[src/rtl/mux_rr_arbiter.sv]
// -----------------------------------------------------------------------------
// mux_rr_arbiter
//   Round-robin arbiter in front of a shared single-consumer datapath. One
//   requester wins each transfer. Its payload is captured into a one-entry
//   registered output stage. The winning index is exported so that downstream
//   steering logic can reuse it.
//
// Parameters
//   N_REQ  : number of requesters (>= 2, any value, not only powers of 2)
//   DWIDTH : payload width in bits
//   SELW   : index width, fixed at $clog2(N_REQ)
//
// Ports
//   clk        in   rising-edge clock
//   rst_n      in   asynchronous active-low reset
//   req_valid  in   [N_REQ]       requester i has data
//   req_data   in   [DWIDTH] x N  payload per requester (unpacked array)
//   req_ready  out  [N_REQ]       one-hot or zero, requester i transferred
//   out_valid  out  1             output register holds data
//   out_ready  in   1             consumer accepts output
//   out_data   out  [DWIDTH]      registered payload
//   out_sel    out  [SELW]        index of requester whose payload is held
// -----------------------------------------------------------------------------
module mux_rr_arbiter #(
  parameter int N_REQ  = 4,
  parameter int DWIDTH = 8,
  localparam int SELW  = $clog2(N_REQ)
) (
  input  logic              clk,
  input  logic              rst_n,
  input  logic [N_REQ-1:0]  req_valid,
  input  logic [DWIDTH-1:0] req_data [N_REQ],
  output logic [N_REQ-1:0]  req_ready,
  output logic              out_valid,
  input  logic              out_ready,
  output logic [DWIDTH-1:0] out_data,
  output logic [SELW-1:0]   out_sel
);

  typedef enum logic {
    EMPTY = 1'b0,
    FULL  = 1'b1
  } state_t;

  // One extra bit so that last + k (k <= N_REQ) never overflows before the wrap.
  localparam logic [SELW:0]   N_EXT    = (SELW+1)'(N_REQ);
  localparam logic [SELW-1:0] LAST_RST = SELW'(N_REQ - 1);

  state_t          state_r;
  state_t          state_n;
  logic [SELW-1:0] last_r;
  logic [SELW-1:0] winner_s;
  logic            load_s;

  // Round-robin search. Offsets are walked from farthest to nearest so that the
  // nearest valid requester after last_r is written last and wins. The wrap is
  // an explicit subtract, which keeps non-power-of-2 counts correct.
  always_comb begin
    logic [SELW:0] cand_v;
    winner_s = '0;
    cand_v   = '0;
    for (int k = N_REQ; k >= 1; k--) begin
      cand_v   = {1'b0, last_r} + (SELW+1)'(k);
      cand_v   = (cand_v >= N_EXT) ? (cand_v - N_EXT) : cand_v;
      winner_s = req_valid[cand_v[SELW-1:0]] ? cand_v[SELW-1:0] : winner_s;
    end
  end

  // A transfer happens when the output slot is free or draining this cycle.
  // rst_n gates the load so that no requester sees a grant while in reset.
  assign load_s = rst_n & (~out_valid | out_ready) & (|req_valid);

  // Grant goes only to the winner, and only on a load.
  always_comb begin
    req_ready = '0;
    if (load_s) begin
      req_ready[winner_s] = 1'b1;
    end else begin
      req_ready = '0;
    end
  end

  // Output-slot occupancy. A load while FULL is a simultaneous drain and refill.
  always_comb begin
    state_n = state_r;
    case (state_r)
      EMPTY: begin
        if (load_s) begin
          state_n = FULL;
        end else begin
          state_n = EMPTY;
        end
      end
      FULL: begin
        if (load_s) begin
          state_n = FULL;
        end else if (out_ready) begin
          state_n = EMPTY;
        end else begin
          state_n = FULL;
        end
      end
      default: state_n = EMPTY;
    endcase
  end

  // State, output register and round-robin pointer. out_data and out_sel keep
  // their last values when the slot drains without a refill.
  always_ff @(posedge clk or negedge rst_n) begin
    if (!rst_n) begin
      state_r  <= EMPTY;
      out_data <= '0;
      out_sel  <= '0;
      last_r   <= LAST_RST;
    end else begin
      state_r <= state_n;
      if (load_s) begin
        out_data <= req_data[winner_s];
        out_sel  <= winner_s;
        last_r   <= winner_s;
      end
    end
  end

  assign out_valid = (state_r == FULL);

endmodule

[config.mk]
export PLATFORM = sky130hd
export DESIGN_NAME = mux_rr_arbiter
export DESIGN_NICKNAME = d
export VERILOG_FILES = /design/src/rtl/mux_rr_arbiter.sv
export SDC_FILE = /design/constraint.sdc
export NUM_CORES = 1
export LEC_CHECK = 0
export CAP_MARGIN = 25
export CORE_ASPECT_RATIO = 0.5
export CORE_MARGIN = 3
export CORE_UTILIZATION = 30
export CTS_CLUSTER_SIZE = 16
export DETAILED_ROUTE_END_ITERATION = 8
export GPL_ROUTABILITY_DRIVEN = 1
export PLACE_DENSITY = 0.62
export SYNTH_ARGS = -nofsm -noshare
export SYNTH_HDL_FRONTEND = slang
export SYNTH_SLANG_ARGS = --single-unit
export TNS_END_PERCENT = 20
[constraint.sdc]
create_clock -name clk -period 2.6 [get_ports clk]
set_input_delay 0.52 -clock clk [delete_from_list [all_inputs] [get_ports clk]]
set_output_delay 0.52 -clock clk [all_outputs]
set_load 0.005 [all_outputs]
# [Word-level counts from Yosys, hierarchy flattened]
# Index checks and enable logic that the tools add are counted.
[word_totals] register_bits=13 output_inout_bits=15
[op_classes] n_addsub=8 n_lt_le_gt_ge=11 n_mux=26 bitwise=5 reduce_logical=2
[ops] operator="binary-select mux 8 bit (select 2 bit)" count=1
[ops] operator="2-to-1 mux 2 bit" count=8
[ops] operator="2-to-1 mux 8 bit" count=2
[ops] operator="greater-or-equal comparator 3 bit (second input constant)" count=5
[ops] operator="< comparator 2 x 3 -> 1 bit (second input constant)" count=5
[ops] operator="binary-select mux 1 bit (select 2 bit)" count=4
[ops] operator="2-to-1 mux 1 bit" count=8
[ops] operator="subtractor 2 x 1 -> 2 bit (second input constant)" count=4
[ops] operator="adder 2 x 2 -> 3 bit (second input constant)" count=2
[ops] operator="2-to-1 mux 4 bit" count=1
[ops] operator="OR reduction 4 bit" count=1
[ops] operator="adder 2 x 1 -> 3 bit (second input constant)" count=1
[ops] operator="adder 2 x 3 -> 3 bit (second input constant)" count=1
[ops] operator="inverter 2 -> 3 bit" count=1
[ops] operator="bitwise AND 1 bit" count=2
[ops] operator="demux 1 bit (select 2 bit)" count=1
[ops] operator="greater-or-equal comparator 2 x 1 -> 1 bit (second input constant)" count=1
[ops] operator="one-hot mux 1 bit (2 select lines)" count=1
[ops] operator="logical AND 1 bit" count=1
[ops] operator="inverter 1 bit" count=1
[ops] operator="OR 1 bit" count=1

# [Logic depth before layout (Yosys ltp)]
# Gate-level depths: netlist of run 1.
[depth] word_depth=14 mapped_depth=7 ltp_nobuf=5

# [Least setup slack after synthesis of run 1]
# OpenSTA, ideal clock, no wires.
[synth_path] path_type="in2out" start="input port req_valid[0]" end="output port req_ready[3]" arrival_ns=1.544 required_time_ns=2.080 setup_slack_ns=0.536 path_stages=6 path_buffers=2 cell_sequence="o41a_1 -> and2_4 -> buf_6 -> buf_8 -> nand2_1 -> nor2b_1"
[synth_between] elab_chain_len=11
[synth_rtl] item="start: declaration" line_no="31" text="input logic [N_REQ-1:0] req_valid,"
[synth_rtl] item="binary-select mux 1 bit (select 2 bit)" line_no="65" text="winner_s = req_valid[cand_v[SELW-1:0]] ? cand_v[SELW-1:0] : winner_s;"
[synth_rtl] item="2-to-1 mux 1 bit (implied by the code)" line_no="65"
[synth_rtl] item="2-to-1 mux 2 bit (4 in series)" line_no="65"
[synth_rtl] item="< comparator 2 x 3 -> 1 bit (implied by the code) or greater-or-equal comparator 2 x 1 -> 1 bit (tied branches)" line_no="77" text="req_ready[winner_s] = 1'b1;"
[synth_rtl] item="logical AND 1 bit (implied by the code)" line_no="77"
[synth_rtl] item="2-to-1 mux 1 bit (implied by the code)" line_no="77"
[synth_rtl] item="demux 1 bit (select 2 bit)" line_no="77"
[synth_rtl] item="2-to-1 mux 4 bit *" line_no="76" text="if (load_s) begin"
[synth_rtl] item="end: declaration" line_no="33" text="output logic [N_REQ-1:0] req_ready,"
# Mark *: on every way between the ends. The rest lies on a longest branch, timed or not. The select of a mux whose other input is x is not followed.

# [Worst setup path in the final report of run 1]
[layout_path] start="input port req_valid[1]" end="output port req_ready[0]"
# Same word-level chain as after synthesis.

==> results of run 1 <==
-- metal layers --
metal | GRT usage | wire length [µm]
met2 | 0.2452 | 1403
met3 | 0.03327 | 108
met1 | 0.1588 | 1085
met4 | 0.01807 | 19
met5 | 0 | 0
-- kinds of logic after synthesis --
family,synth area share
AND/OR/NAND/NOR,0.2586
multiplexers,0.1985
AO/OA/AOI/OAI,0.1581
buffers and inverters,0.06370
flip-flops,0.3211
-- cell usage after synthesis (all sizes together), types with 2 or more instances --
| library cell | number |
|---|---|
| nand3 | 16 |
| o211ai | 8 |
| dfrtp | 11 |
| mux2 | 8 |
| nand2 | 14 |
| buf | 6 |
| nand2b | 5 |
| nor2b | 3 |
| a21o | 2 |
| mux2i | 9 |
| nor2 | 8 |
| dfstp | 2 |
-- power by group through the flow --
stage	Sequential, mW	Clock, mW	Combinational, mW
5_1_grt	0.312	0.191	0.542
2_1_floorplan	0.308	0	0.248
6_report	0.303	0.176	0.501
3_5_place_dp	0.307	0	0.504
3_3_place_gp	0.306	0	0.500
4_1_cts	0.304	0.184	0.514
-- per-stage QoR --
step                      hold slack (ps)  setup WS, ps
after floorplan                     224.4         535.9
after global placement              464.1        -229.0
after detailed placement            474.8        -253.8
after CTS                           487.6        -87.43
after global routing                511.5        -149.3
final                               483.3        -90.02
-- registers in the layout (all words and copies together), names as in the netlist --
signal / flops
out_valid: 1
last_r: 2
out_sel: 2
out_data: 8
-- area by class of cell --
| class | count | area, µm² | share of cell area |
|---|---|---|---|
| Tap cell | 40 | 50.05 | 0.02911 |
| Inverter | 1 | 3.754 | 0.002183 |
| Multi-Input combinational cell | 79 | 646.9 | 0.3763 |
| Sequential cell | 13 | 327.8 | 0.1907 |
| Timing Repair Buffer | 67 | 645.6 | 0.3755 |
| Clock buffer | 4 | 45.04 | 0.02620 |
-- timing repair --
action / in CTS / in global routing
setup endpoints to repair: 4 / 2
setup buffers: 1 / 0
endpoints found under the hold margin: 0 / 0
resized for setup: 7 / 1
pin swaps: 2 / 2
-- worst max-delay path, cell delays in order --
cell and delay (ps):
clkdlybuf4s50_1 430, buf_4 150, a21o_1 170, a31oi_4 230, nand2b_4 180, nor2_1 40, clkdlybuf4s50_1 430
-- worst max path at each step --
stage	start	endpoint	slack, ps
5_1_grt	req_valid[1]	req_ready[0]	-150
3_5_place_dp	req_valid[3]	req_ready[1]	-250
2_1_floorplan	req_valid[0]	req_ready[3]	540
4_1_cts	req_valid[1]	req_ready[2]	-90
3_3_place_gp	req_valid[3]	req_ready[1]	-230
6_report	req_valid[1]	req_ready[0]	-90
-- layout by cell type, fill, tap and decap left out --
master and count:
dfstp_2 2, nor2b_1 2, mux2_2 1, o41a_1 1, dlygate4sd2_1 4, inv_1 1, clkbuf_8 3, a21oi_1 1
nand2b_4 1, o221ai_2 1, nand3_1 9, nor2b_2 1, mux2_1 1, clkdlybuf4s50_1 48, nand2_1 13, dlymetal6s2s_1 1
clkbuf_1 1, buf_4 13, dfrtp_1 11, mux2i_1 9, mux2_4 6, o211ai_2 8, buf_12 1, nand2b_1 4
nand3_2 7, nand2_2 1, a21o_1 2, and2_4 1, a31oi_4 1, nor2_1 8, nand3b_1 1
==> metrics.md, run 1 <==
| Metric | Value |
|---|---|
| Setup Skew | 3.939 ps |
| Number of H-tree levels | 1 |
| Failing checks | setup timing |
| Congestion Overflow GR | 0 |
| # rows | 14 |
| Critical Path AT | 2170 ps |
| Global-route wire length before repair | 4.112 mm |
| Switch share | 0.3065 |
| Clk_lat worst skew | around 240 ps |
| Die X | 88.50 µm |
| Final Wtd Congestion | just over 0.7 |
| Sequential Power Share | 0.309 |
| Clock-pin transition on the worst setup and hold timing paths | 60 ps |
| Tcrit/Tclk final | 1.035 |
| Final Hold Viols | 0 |
| Ys async rst share | 1.000 |
| Pwr Total | 980.9 µW |
| CP endpoint kind | output pin |
| CP required | 2080 ps |
| Tmin final | 2690 ps |
| Unique masters post-synth | 26 |
| Yosys top cell area share | 0.2696 |
| Worst r2r src | last_r[1]$_DFFE_PN1P_ |
| Hold path startpoint | out_sel[1]$_DFFE_PN0P_ |
| Pwr/cell area | 570.6 nW/µm² |
| Total wire length | roughly 2.6 mm |
| Hold WC Path Type | reg2reg |
| FF-to-FF End | out_data[4]$_DFFE_PN0P_ |
| CP max FO | 4 |
| Synthesized area | between 1000 and 1500 µm² |
| Worst slew pin tran | 408.9 ps |
| Syn Inst Count | 100 |
| Final setup fails | 1 |
| Leak pwr | 0.7522 nW |
| Area delta synth->final | 68.38% |
| Nets@finish | 204 |
| Startpoint types | input port |
| #FFs+latches synth | 13 |
| Post-DRT Antenna Nets | 0 |
| Finished Layout Cells | roughly 200 |
| Total CTS buffers | 3 |
| Pin count of the biggest net entering global routing | 19 |
| Core Util, Final | 0.5514 |
| Clk pwr share | 0.180 |
| Antenna cell count | 0 |
| I/O Pins | 54 |
| Wire per inst | between 10 and 15 µm |
| Slew HR | 0.7267 |
| IO Port Bufs | 53 |
| Synthesized net count | 139 |
| Proportion of power drawn by combinational gates | 0.511 |
| Fin. max-slew vios | 0 |
| # DRC | 0 |
| Vias per cell | around 4.6 |
| Setup WS post-layout | -90.02 ps |
| Fraction of layout cells with a size suffix above 1 | 0.2866 |
| Clock buffer depth | 2 |
| Initial core utilization | 0.3274 |
| Placed cell area | 1657 µm² |
| CTS Hold Buffers Added | 0 |
| Clock sink total | 13 |
| TritonRoute pass-1 iters | 4 |
| Antenna violations before repair | 0 |
| Final HPWL DP | 2.145 mm |
| Root Buffer | clkbuf_8 |
| WHS Path Cells | 2 |
| Hold EP | out_sel[1]$_DFFE_PN0P_ |
| RSZ-0062 raised after global routing | yes |
| Outcome | finished, violations left |
| Gr usage total | 0.1305 |
| Ys Warns | 0 |
| CTS tree | yes |
| VDD IR max | about 240 µV |
| Fillers | 297 |
| Cell-internal power | 680.3 µW |
| Post-synth EDFFs | 0 |
| Synth area leaders | dfrtp_1 (27%), o211ai_2 (9.8%), mux2i_1 (8.8%), mux2_4 (8.8%), nand3_2 (6.9%) |
| Die height | around 47 µm |
| Setup TNS | -90.02 ps |
| Yosys top cell by area | dfrtp_1 |
| Crit path kind | in2out |
| R2R depth | 8 |
| NetSw | 300.7 µW |
| Starting DRT DRC Count | 33 |
| Core area | between 3000 and 4000 µm² |
| Top FF cell, synth | dfrtp_1 |
| Max-cap violations | 0 |
| Reg2Reg Setup Slack | between 700 and 800 ps |
| Register area share after synthesis | 0.3211 |
| Max Clk Rate | 0.3717 GHz |
| Total placed cells including tap cells | 199 |
| Syn_area_per_cell | 10.21 µm² |
| Vias | 947 |
| Die ar. | 4182 µm² |
| Vias in the first global route | 902 |
| Final Cell Area | between 1500 and 2000 µm² |
(Power assumes the default switching activity.)
==> run 2: changes to the inputs <==
--- a/config.mk
+++ b/config.mk
@@ -13,6 +13,7 @@
 export DETAILED_ROUTE_END_ITERATION = 8
 export GPL_ROUTABILITY_DRIVEN = 1
 export PLACE_DENSITY = 0.62
+export SLEW_MARGIN = 10
 export SYNTH_ARGS = -nofsm -noshare
 export SYNTH_HDL_FRONTEND = slang
 export SYNTH_SLANG_ARGS = --single-unit
==> constraint.sdc (replaced) <==
create_clock -name clk -period 3.5 [get_ports clk]
set_input_delay 0.7 -clock clk [delete_from_list [all_inputs] [get_ports clk]]
set_output_delay 0.7 -clock clk [all_outputs]
set_load 0.005 [all_outputs]
==> metrics.md, run 2 (same netlist as run 1, synthesis figures left out) <==
| Metric | Value |
|---|---|
| Outcome | complete, no violations |
| Max Clk Rate | 0.3026 GHz |
| Wire per inst | 12.93 µm |
| VDD IR max | 184.1 µV |
| RSZ-0062 raised after global routing | no |
| CTS tree | yes |
| Clock sink total | 13 |
| Clk_lat worst skew | 240 ps |
| Die X | 88.50 µm |
| Global-route wire length before repair | 3.988 mm |
| Setup TNS | 0 ps |
| Pwr Total | 705.5 µW |
| Fin. max-slew vios | 0 |
| Total wire length | 2.534 mm |
| Vias | 909 |
| I/O Pins | 54 |
| Final setup fails | 0 |
| Gr usage total | 0.1280 |
| Starting DRT DRC Count | 34 |
| Worst slew pin tran | between 400 and 500 ps |
| Root Buffer | clkbuf_8 |
| Top Registers | out_data x8, last_r x2, out_sel x2 |
| CP max FO | 8 |
| Nets@finish | slightly below 200 |
| Antenna violations before repair | 0 |
| CP endpoint kind | output pin |
| Critical Path AT | 2600 ps |
| Setup WS post-layout | 195.3 ps |
| Leak pwr | 0.6741 nW |
| Pwr/cell area | between 400 and 500 nW/µm² |
| Setup Skew | 1.532 ps |
| Final Hold Viols | 0 |
| CTS Hold Buffers Added | 0 |
| Clock-pin transition on the worst setup and hold timing paths | around 50 ps |
| Total CTS buffers | 3 |
| IO Port Bufs | 53 |
| TritonRoute pass-1 iters | 4 |
| Hold WC Path Type | reg2reg |
| Area delta synth->final | 60.29% |
| Clock buffer depth | 2 |
| Vias per cell | 4.638 |
| Resized Gates After CTS | 0 |
| # DRC | 0 |
| # Post-CTS Setup Buffers | 0 |
| Final HPWL DP | roughly 2.1 mm |
| Max-cap violations | 0 |
| Antenna cell count | 0 |
| Congestion Overflow GR | 0 |
| Slew HR | 0.6817 |
| Tmin final | 3305 ps |
| Pin count of the biggest net entering global routing | 21 |
| Most frequent cells in the layout | clkdlybuf4s50_1 (53), nand2_1 (14), dfrtp_1 (11) |
| Die height | 47.25 µm |
| Fraction of layout cells with a size suffix above 1 | 0.2308 |
| Number of H-tree levels | 1 |
| Core area | approximately 3100 µm² |
| R2R depth | 6 |
| Reg with most FFs | out_data |
| Number of flip-flops in the largest register | 8 |
| Pre-CTS WS | 186.0 ps |
| Die ar. | between 4000 and 5000 µm² |
| Most common cell after layout, fill and taps aside | clkdlybuf4s50_1 |
| Vias in the first global route | 867 |
| WHS Path Cells | 2 |
| Crit path kind | in2out |
| Startpoint types | input port |
| Post-DRT Antenna Nets | 0 |
| CP required | 2800 ps |
| Tcrit/Tclk final | 0.9442 |
| Final Wtd Congestion | 0.7010 |
| # rows | 14 |
| Initial core utilization | 0.3274 |
==> run 2: worst paths after layout <==
| kind | startpoint | to | slack [ps] |
|---|---|---|---|
| hold reg to reg | out_sel[1]$_DFFE_PN0P_ | out_sel[1]$_DFFE_PN0P_ | 470 |
| setup reg to reg | last_r[1]$_DFFE_PN1P_ | out_data[7]$_DFFE_PN0P_ | 1560 |
| setup / recovery | req_valid[3] | req_ready[3] | 200 |
| min in group asynchronous | rst_n | out_sel[1]$_DFFE_PN0P_ | 840 |
| hold / removal | out_sel[1]$_DFFE_PN0P_ | out_sel[1]$_DFFE_PN0P_ | 470 |
| max in group asynchronous | rst_n | last_r[0]$_DFFE_PN1P_ | 2420 |
==> run 2: cell type report <==
type | instances | area (µm²)
Clock buffer | 4 | 45.04
Fill cell | 288 | 1481
Inverter | 1 | 3.754
Multi-Input combinational cell | 79 | 634.4
Sequential cell | 13 | 327.8
Tap cell | 40 | 50.05
Timing Repair Buffer | 59 | 575.6
==> run 2: worst max-delay path, cell delays in order <==
cell             delay (ps)
clkdlybuf4s50_1         540
nor2b_1                 190
a21oi_1                  60
o221ai_2                400
nor2b_1                 200
clkdlybuf4s50_1         500
==> run 2: where the power goes <==
| part | switching, mW | internal (mW) | total [mW] |
|---|---|---|---|
| sequential | 0.0263 | 0.199 | 0.225 |
| combinational | 0.141 | 0.208 | 0.349 |
| clock | 0.0515 | 0.0803 | 0.132 |
| total | 0.219 | 0.487 | 0.706 |
==> run 2: per-stage QoR <==
stage / cell area, µm² / std cells / hold slack [ps] / util
floorplan: 1021 / 100 / 404.4 / -
global placement: 1592 / 192 / 480.3 / 0.5104
detailed placement: 1592 / 192 / 469.0 / 0.5104
CTS: 1637 / 196 / 483.3 / 0.5249
global route: 1637 / 196 / 519.0 / 0.5249
finish: 1637 / 196 / 473.8 / 0.5249
==> run 2: routing by layer <==
layer  vias up  routed length, µm  global-route usage
met5         -                  0                   0
met4         0                 12             0.01807
met1       420               1134              0.1708
met2        17               1299              0.2184
met3         2                 88             0.03327
li1        470                  -                   -
